**src/rtl/rr_bus_arbiter.sv**
```systemverilog
// Round-robin arbiter for a shared mux datapath: registered one-hot grant,
// binary select index, ownership hold with an optional hold-time limit.
module rr_bus_arbiter #(
    parameter int unsigned N        = 8,
    parameter int unsigned MAX_HOLD = 4
) (
    input  logic                       clk,
    input  logic                       rst,
    input  logic [N-1:0]               req,
    output logic [N-1:0]               gnt,
    output logic [$clog2(N)-1:0]       gnt_idx,
    output logic                       gnt_valid,
    output logic                       preempt
);

    localparam int unsigned IW = $clog2(N);
    // hold_cnt only has to reach MAX_HOLD-1; with the limit disabled it saturates
    localparam int unsigned HW = (MAX_HOLD > 1) ? $clog2(MAX_HOLD) : 1;
    localparam logic [HW-1:0] HOLD_LAST = HW'((MAX_HOLD > 0) ? (MAX_HOLD - 1) : 0);
    localparam logic [IW-1:0] IDX_LAST  = IW'(N - 1);

    typedef enum logic [0:0] {
        IDLE = 1'b0,
        BUSY = 1'b1
    } state_t;

    state_t          state;
    state_t          state_nxt;
    logic [IW-1:0]   ptr;
    logic [IW-1:0]   ptr_nxt;
    logic [HW-1:0]   hold_cnt;
    logic [HW-1:0]   hold_nxt;
    logic [IW-1:0]   owner_nxt;
    logic            valid_nxt;
    logic            rotate;
    logic [N-1:0]    gnt_nxt;
    logic            preempt_nxt;

    logic [IW-1:0]   owner_succ;
    logic [IW-1:0]   arb_base;
    logic [IW-1:0]   win_idx;
    logic            win_found;
    logic            owner_req;
    logic            at_limit;

    // Successor of the current owner; becomes the new priority pointer on hand-off
    always_comb begin
        owner_succ = (gnt_idx == IDX_LAST) ? '0 : gnt_idx + IW'(1);
    end

    // Scan base: stored pointer when idle, owner's successor when a hand-off is possible
    always_comb begin
        arb_base  = (state == BUSY) ? owner_succ : ptr;
        owner_req = req[gnt_idx];
        at_limit  = (MAX_HOLD != 0) && (hold_cnt == HOLD_LAST);
    end

    // Round-robin scan: first requester at or after arb_base, wrapping modulo N
    always_comb begin
        int unsigned   cand;
        logic [IW-1:0] cand_idx;
        win_found = 1'b0;
        win_idx   = '0;
        cand      = 0;
        cand_idx  = '0;
        for (int unsigned k = 0; k < N; k++) begin
            cand     = (32'(arb_base) + k) % N;
            cand_idx = IW'(cand);
            if (!win_found && req[cand_idx]) begin
                win_found = 1'b1;
                win_idx   = cand_idx;
            end
        end
    end

    // State register plus pointer, hold counter and registered outputs
    always_ff @(posedge clk) begin
        if (rst) begin
            state     <= IDLE;
            ptr       <= '0;
            hold_cnt  <= '0;
            gnt       <= '0;
            gnt_idx   <= '0;
            gnt_valid <= 1'b0;
            preempt   <= 1'b0;
        end else begin
            state     <= state_nxt;
            ptr       <= ptr_nxt;
            hold_cnt  <= hold_nxt;
            gnt       <= gnt_nxt;
            gnt_idx   <= owner_nxt;
            gnt_valid <= valid_nxt;
            preempt   <= preempt_nxt;
        end
    end

    // Next-state: grant from idle, hold, release hand-off or hold-limit rotation
    always_comb begin
        state_nxt = state;
        ptr_nxt   = ptr;
        hold_nxt  = hold_cnt;
        owner_nxt = gnt_idx;
        valid_nxt = gnt_valid;
        rotate    = 1'b0;
        case (state)
            IDLE: begin
                hold_nxt = '0;
                if (win_found) begin
                    state_nxt = BUSY;
                    owner_nxt = win_idx;
                    valid_nxt = 1'b1;
                end else begin
                    owner_nxt = '0;
                    valid_nxt = 1'b0;
                end
            end
            BUSY: begin
                if (owner_req && !at_limit) begin
                    if (hold_cnt != '1) begin
                        hold_nxt = hold_cnt + HW'(1);
                    end
                end else begin
                    // Release or forced rotation: owner drops to lowest priority
                    ptr_nxt  = owner_succ;
                    rotate   = owner_req;
                    hold_nxt = '0;
                    if (win_found) begin
                        owner_nxt = win_idx;
                        valid_nxt = 1'b1;
                    end else begin
                        state_nxt = IDLE;
                        owner_nxt = '0;
                        valid_nxt = 1'b0;
                    end
                end
            end
            default: begin
                state_nxt = IDLE;
                owner_nxt = '0;
                valid_nxt = 1'b0;
                hold_nxt  = '0;
            end
        endcase
    end

    // Output decode: one-hot grant from the next owner and the rotation pulse
    always_comb begin
        gnt_nxt     = '0;
        preempt_nxt = rotate;
        if (valid_nxt) begin
            gnt_nxt[owner_nxt] = 1'b1;
        end
    end

    // Grant stays at most one-hot and gnt_valid tracks it exactly
    a_onehot : assert property (@(posedge clk) disable iff (rst) $onehot0(gnt));
    a_valid  : assert property (@(posedge clk) disable iff (rst) gnt_valid == (|gnt));

endmodule

```
**config.mk**
```make
export PLATFORM = sky130hd
export DESIGN_NAME = rr_bus_arbiter
export DESIGN_NICKNAME = d
export VERILOG_FILES = /design/src/rtl/rr_bus_arbiter.sv
export SDC_FILE = /design/constraint.sdc
export NUM_CORES = 1
export LEC_CHECK = 0
export CAP_MARGIN = 10
export CORE_MARGIN = 1
export CORE_UTILIZATION = 51
export CTS_CLUSTER_DIAMETER = 50
export CTS_CLUSTER_SIZE = 28
export DETAILED_ROUTE_END_ITERATION = 6
export PLACE_DENSITY = 0.77
export SYNTH_ARGS = -nofsm -noshare
export SYNTH_HDL_FRONTEND = slang
export SYNTH_SLANG_ARGS = --single-unit
```
**constraint.sdc**
```tcl
create_clock -name clk -period 3.2 [get_ports clk]
set_input_delay 0.64 -clock clk [delete_from_list [all_inputs] [get_ports clk]]
set_output_delay 0.64 -clock clk [all_outputs]
set_load 0.1 [all_outputs]
```
==> results.cfg, run 1 <==
[timing]
fin_hold_ws_ns = 0.430
max_freq_ghz = 0.302
finalWorstSetupSlack_ns = -0.107
post-route-period-util = 1.03
rsz0062_at_grt = true
setup_violations = 9
worstMarginPinSlew_ns = 0.617
slew_headroom = 0.584
final.setup_skew_ns = 0.00409
drv_slew = 0
hold_viol_final = 0
layout_min_cycle_time_ns = 3.31

[critical_path]
regToRegSetupSlack_ns = -0.06
crit_top_cell = buf_4
worstPathRequired_ns = 3.39
cpPeakStageDelay_ns = 0.57
crit_slowest_cell = o311ai_0
r2r-start = state
critical_path.cell_chain = clkdlybuf4s50_1 -> buf_4 -> buf_4 -> o311ai_0 -> nand4b_1 -> buf_4 -> nor2_1 -> o21ai_0 -> a31oi_2 -> buf_4 -> nor3b_2
critical_path_class = in2reg
crit_path_start = req[4]
arrival_ns = 3.50
crit_fanout = 9
start_kind = primary input
end_kind = flip-flop

[worst_hold_path]
min_from = hold_cnt[0]
hold_path.class = reg2reg

[grt]
grt_pass1_vias = 2100
grt_overflow = 0
grt_pass1_wl_um = 10300
track_usage = 0.327
antenna_found_initial = 0
grt_max_degree = 16

[place]
io_buffer_count = 22
dpl_cell_area_mm2 = 0.00258
detailed_place_hpwl_um = 4730
gp_congestion = 1.00

[die]
rows = 21
start_util = 0.556
die_w_um = 63.5
io_pins = 23
fp.dieH_um = 63.5
dieArea_mm2 = 0.00403
coreArea_mm2 = 0.00347

[route]
drc_errors = 0
viasPerCell = 6.70
wl_met2_um = 3130
wl_per_cell_um = 19.8
wl_met3_um = 565
antenna_left = 0
drt-met1-wl_um = 2490
dr.pass1.iters = 5
num_vias = 2165
finalWirelength_um = 6410
drt_iter0_markers = 248
top_layer_used = met4

[finish]
diodes = 0
area_growth_syn_to_layout_pct = 45.2
design_area_mm2 = 0.00280
drive_gt1_frac = 0.480
fin_nets = 293

[yosys]
async_flop_share = 0
synth_warnings = 0
synth_edf_count = 0
synth.avg_cell_area_um2 = 9.14
synth_cell_types = 57
synth-seq-area-share = 0.197
syn_nets = 226
mappedNetlistArea_mm2 = 0.00193
syn-instance-count = 211
synth-seq-cells = 19
synthFlopType = dfxtp_1

[cts]
cts_tree = built
h-tree-depth = 1
cts_made_buffers = 3
cts_buffer_depth = 2
clkTransAtPathRegs_ns = 0.08
clock_sinks = 19
worstSkewPairLatency_ns = 0.26
root_buffer = clkbuf_8

[run_status]
failed_checks = negative setup slack
status = finished with violations

[power]
power_density_mw_per_mm2 = 1100
ir_worst_vdd_mv = 0.754
p_leak_nw = 1.15

[run]
cap_viol_max_count = 0
[cells in the mapped netlist (2+ instances only)]
library cell	instances	share of area
and3_1	2	0.0065
a22oi_1	3	0.012
buf_2	4	0.010
and2_1	2	0.0065
ha_1	5	0.032
a21oi_1	5	0.013
o211ai_1	4	0.016
nand3_1	7	0.018
nor3b_1	5	0.019
nor2b_1	5	0.016
nand2_1	15	0.029
mux2_2	6	0.035
clkbuf_1	11	0.021
a211oi_1	2	0.0078
dfxtp_1	19	0.20
a32oi_1	2	0.0091
or3_1	5	0.016
nor2_1	16	0.031
mux2i_1	21	0.11
o21ai_0	6	0.016
xnor2_1	4	0.018
o311ai_0	2	0.0091
o21ai_1	2	0.0052
mux4_2	13	0.15
nor3_1	10	0.026
a21o_1	3	0.012
nand2b_1	2	0.0065
[registers in the layout, summed over array words and instances (netlist names)]
signal and cells:
gnt_idx 3, preempt 1, gnt_valid 1, hold_cnt 2
ptr 3, state 1, gnt 8
[area by class of cell]
cell class	instances	area, µm²
Fill cell	216	667
Tap cell	46	57.6
Multi-Input combinational cell	172	1650
Clock buffer	3	41.3
Clock inverter	1	7.51
Inverter	2	7.51
Timing Repair Buffer	80	649
Sequential cell	19	393
[critical path: cells and delay by family]
kind,cells,cell delay (ns)
buffers and inverters,5,1.19
AND/OR/NAND/NOR,3,0.70
AO/OA/AOI/OAI,3,0.95
[worst paths after layout]
| kind | endpoint | depth (start not counted) |
|---|---|---|
| setup / recovery | gnt[0] | 11 |
| hold / removal | hold_cnt[0] | 1 |
| setup reg to reg | gnt[0] | 13 |
| hold reg to reg | hold_cnt[0] | 1 |
[report_power, final]
| part | switching, mW | internal [mW] |
|---|---|---|
| clock network | 0.0844 | 0.0878 |
| registers | 0.0380 | 0.302 |
| logic | 1.41 | 1.15 |
[through the flow]
step	utilization	power, mW	setup WS, ns	instances	setup TNS (ns)
floorplan	-	1.92	-0.235	211	-1.43
global placement	0.745	2.51	-0.0981	313	-0.496
detailed placement	0.745	2.58	-0.257	313	-1.62
CTS	0.775	2.85	0.00333	319	0
global route	0.808	3.22	-0.183	323	-1.22
finish	0.808	3.07	-0.107	323	-0.556
[cell usage in the layout (no fill, tap or decap), types with 3 or more instances in the layout]
| master | synthesis | final |
|---|---|---|
| clkbuf_8 | 0 | 3 |
| nor3_1 | 10 | 6 |
| a21o_1 | 3 | 3 |
| dfxtp_4 | 0 | 3 |
| nand3_1 | 7 | 6 |
| a21oi_1 | 5 | 5 |
| buf_6 | 1 | 3 |
| buf_4 | 1 | 67 |
| o211ai_1 | 4 | 4 |
| clkdlybuf4s50_1 | 0 | 8 |
| nor3b_2 | 0 | 4 |
| o21ai_0 | 6 | 6 |
| dfxtp_1 | 19 | 15 |
| or3_1 | 5 | 5 |
| nor2_1 | 16 | 16 |
| nor2b_1 | 5 | 4 |
| mux2i_1 | 21 | 16 |
| a22oi_1 | 3 | 3 |
| mux4_2 | 13 | 13 |
| ha_4 | 0 | 4 |
| mux2_2 | 6 | 6 |
| nand2_1 | 15 | 14 |
| mux2i_2 | 0 | 4 |
| nor3_2 | 0 | 4 |
[logic make-up (layout without fill, tap and decap cells)]
kind of cell	Yosys count	count (layout)	share of synthesized area
AND/OR/NAND/NOR	78	78	0.223
AO/OA/AOI/OAI	42	42	0.160
multiplexers	42	42	0.313
buffers and inverters	20	86	0.0473
flip-flops	19	19	0.197
adder cells (fa/ha/maj)	5	5	0.0324
XOR/XNOR	5	5	0.0266
[routing by layer]
metal	vias to the layer above	global-route usage
met5	-	0
met1	1037	0.414
li1	935	-
met2	160	0.548
met3	33	0.0616
met4	0	0.122
[repair_timing]
| action | CTS | global route |
|---|---|---|
| hold buffers | 0 | 0 |
| buffers inserted | 2 | 4 |
| pin swaps | 2 | 9 |
| resized for setup | 6 | 18 |
| setup endpoints to repair | 10 | 10 |
No activity file was read; power rests on OpenSTA's default activity.
==> run 2: changes to the inputs <==
Settings changed: GPL_TIMING_DRIVEN set to 0.
==> results.cfg, run 2 (synthesis gave the netlist of run 1 again) <==
[run_status]
status = finished with violations
failed_checks = negative setup slack

[finish]
seqCellArea_um2 = 390
multiInputGateArea_mm2 = 0.00170
area_growth_syn_to_layout_pct = 39.0
layout.cells.non_filler = 301
fin_nets = 271
final_cell_mix = buf_4, clkdlybuf4s50_1, nor2_1
drive_gt1_frac = 0.384
regMostFlops = gnt
final_common_cell = buf_4
diodes = 0
largest_register_ffs = 8
largest_registers = gnt (8), gnt_idx (3), ptr (3)
fill_cells = 234

[timing]
rsz0062_at_grt = true
max_freq_ghz = 0.305
post-route-period-util = 1.03
slew_headroom = 0.340
final.setup_skew_ns = 0.00123
worstMarginPinSlew_ns = 0.987
drv_slew = 0
hold_viol_final = 0
finalWorstSetupSlack_ns = -0.0816
setup_violations = 5
layout_min_cycle_time_ns = 3.28
setup_tns_ns = -0.313

[critical_path]
critPathTopFamily = multiplexers
arrival_ns = 3.47
crit_slowest_cell = mux4_2
start_kind = flip-flop
ff2ff_path_depth = 10
regToRegSetupSlack_ns = -0.08
r2r-start = gnt_idx[1]
cp_num_buf_inv = 0
critical_path_class = reg2reg
cpPeakStageDelay_ns = 0.61
crit_fanout = 4
worstPathRequired_ns = 3.39
crit_top_cell = ha_4
end_kind = flip-flop
rr_endpoint = gnt[7]
critical_path.cell_chain = ha_4 -> mux2_4 -> ha_4 -> xnor2_4 -> mux4_2 -> mux2i_2 -> nand3_1 -> o211ai_2 -> or4b_4 -> nor3_2

[power]
p_leak_nw = 0.988
ir_worst_vdd_mv = 0.729
power_density_mw_per_mm2 = 1120

[worst_hold_path]
hold_end = hold_cnt[0]
hold_depth = 1
min_from = hold_cnt[0]
hold_path.class = reg2reg

[grt]
grt_pass1_wl_um = 9150
antenna_found_initial = 0
track_usage = 0.294
grt_max_degree = 13
grt_pass1_vias = 1819
grt_overflow = 0

[cts]
root_buffer = clkbuf_8
h-tree-depth = 1
clock_sinks = 19
cts_tree = built
clkTransAtPathRegs_ns = 0.07
worstSkewPairLatency_ns = 0.26
cts_buffer_depth = 2
cts_made_buffers = 3

[route]
dr.pass1.iters = 5
viasPerCell = 6.50
drc_errors = 0
wl_per_cell_um = 19.2
antenna_left = 0
drt_iter0_markers = 258
num_vias = 1958
finalWirelength_um = 5770

[place]
gp_congestion = 0.899
io_buffer_count = 20
detailed_place_hpwl_um = 3610
numPlacedInstances = 277

[die]
rows = 21
coreArea_mm2 = 0.00347
io_pins = 23
start_util = 0.556
fp.dieH_um = 63.5
die_w_um = 63.5
dieArea_mm2 = 0.00403

[run]
cap_viol_max_count = 0
run 2: layout make-up:
cell class,instances,share of cell area
Clock inverter,1,0.00280
Multi-Input combinational cell,173,0.635
Clock buffer,3,0.0154
Sequential cell,19,0.146
Timing Repair Buffer,42,0.136
Inverter,2,0.00747
Tap cell,46,0.0215
Buffer,15,0.0364
run 2: repair_timing:
| action | 4_1_cts | 5_1_grt |
|---|---|---|
| setup buffers | 20 | 2 |
| gates resized for setup | 26 | 23 |
| endpoints found under the setup margin | 12 | 10 |
| cloned | 0 | 1 |
| pin swaps | 11 | 12 |
| hold buffers | 0 | 0 |
run 2: worst reg2reg max path: cells and delay by family (launching register included):
family / cells / cell delay (ns)
flip-flops: 1 / 0.36
adder cells (fa/ha/maj): 2 / 0.43
AO/OA/AOI/OAI: 1 / 0.23
multiplexers: 3 / 1.16
XOR/XNOR: 1 / 0.22
AND/OR/NAND/NOR: 3 / 0.81
run 2: layer usage:
| layer | part of all wire | up-vias | global-route usage |
|---|---|---|---|
| li1 | - | 895 | - |
| met1 | 0.42 | 934 | 0.408 |
| met2 | 0.48 | 111 | 0.452 |
| met3 | 0.082 | 18 | 0.0670 |
| met4 | 0.022 | 0 | 0.0881 |
| met5 | 0 | - | 0 |
run 2: through the flow:
step	setup WS, ns	hold WS (ns)	utilization	power, mW	instance area (µm²)
finish	-0.0816	0.452	0.773	2.99	2680
global route	-0.151	0.472	0.773	3.15	2680
CTS	-0.0663	0.441	0.742	2.75	2570
detailed placement	-0.518	0.430	0.660	2.28	2290
global placement	-0.461	0.417	0.660	2.27	2290
floorplan	-0.235	0.408	-	1.92	2030
run 2: worst max path at each step:
stage,depth (start not counted),startpoint,to
3_3_place_gp,12,gnt_idx[1],gnt[7]
5_1_grt,12,gnt_idx[0],gnt[5]
2_1_floorplan,11,gnt_idx[1],gnt[7]
6_report,10,gnt_idx[1],gnt[7]
4_1_cts,13,state,gnt[5]
3_5_place_dp,12,gnt_idx[1],gnt[7]
run 2: where the power goes:
group,switching (mW),leakage (nW),internal (mW)
registers,0.0447,0.157,0.303
clock network,0.0840,0.0217,0.0878
logic,1.39,0.809,1.08
total,1.52,0.988,1.47
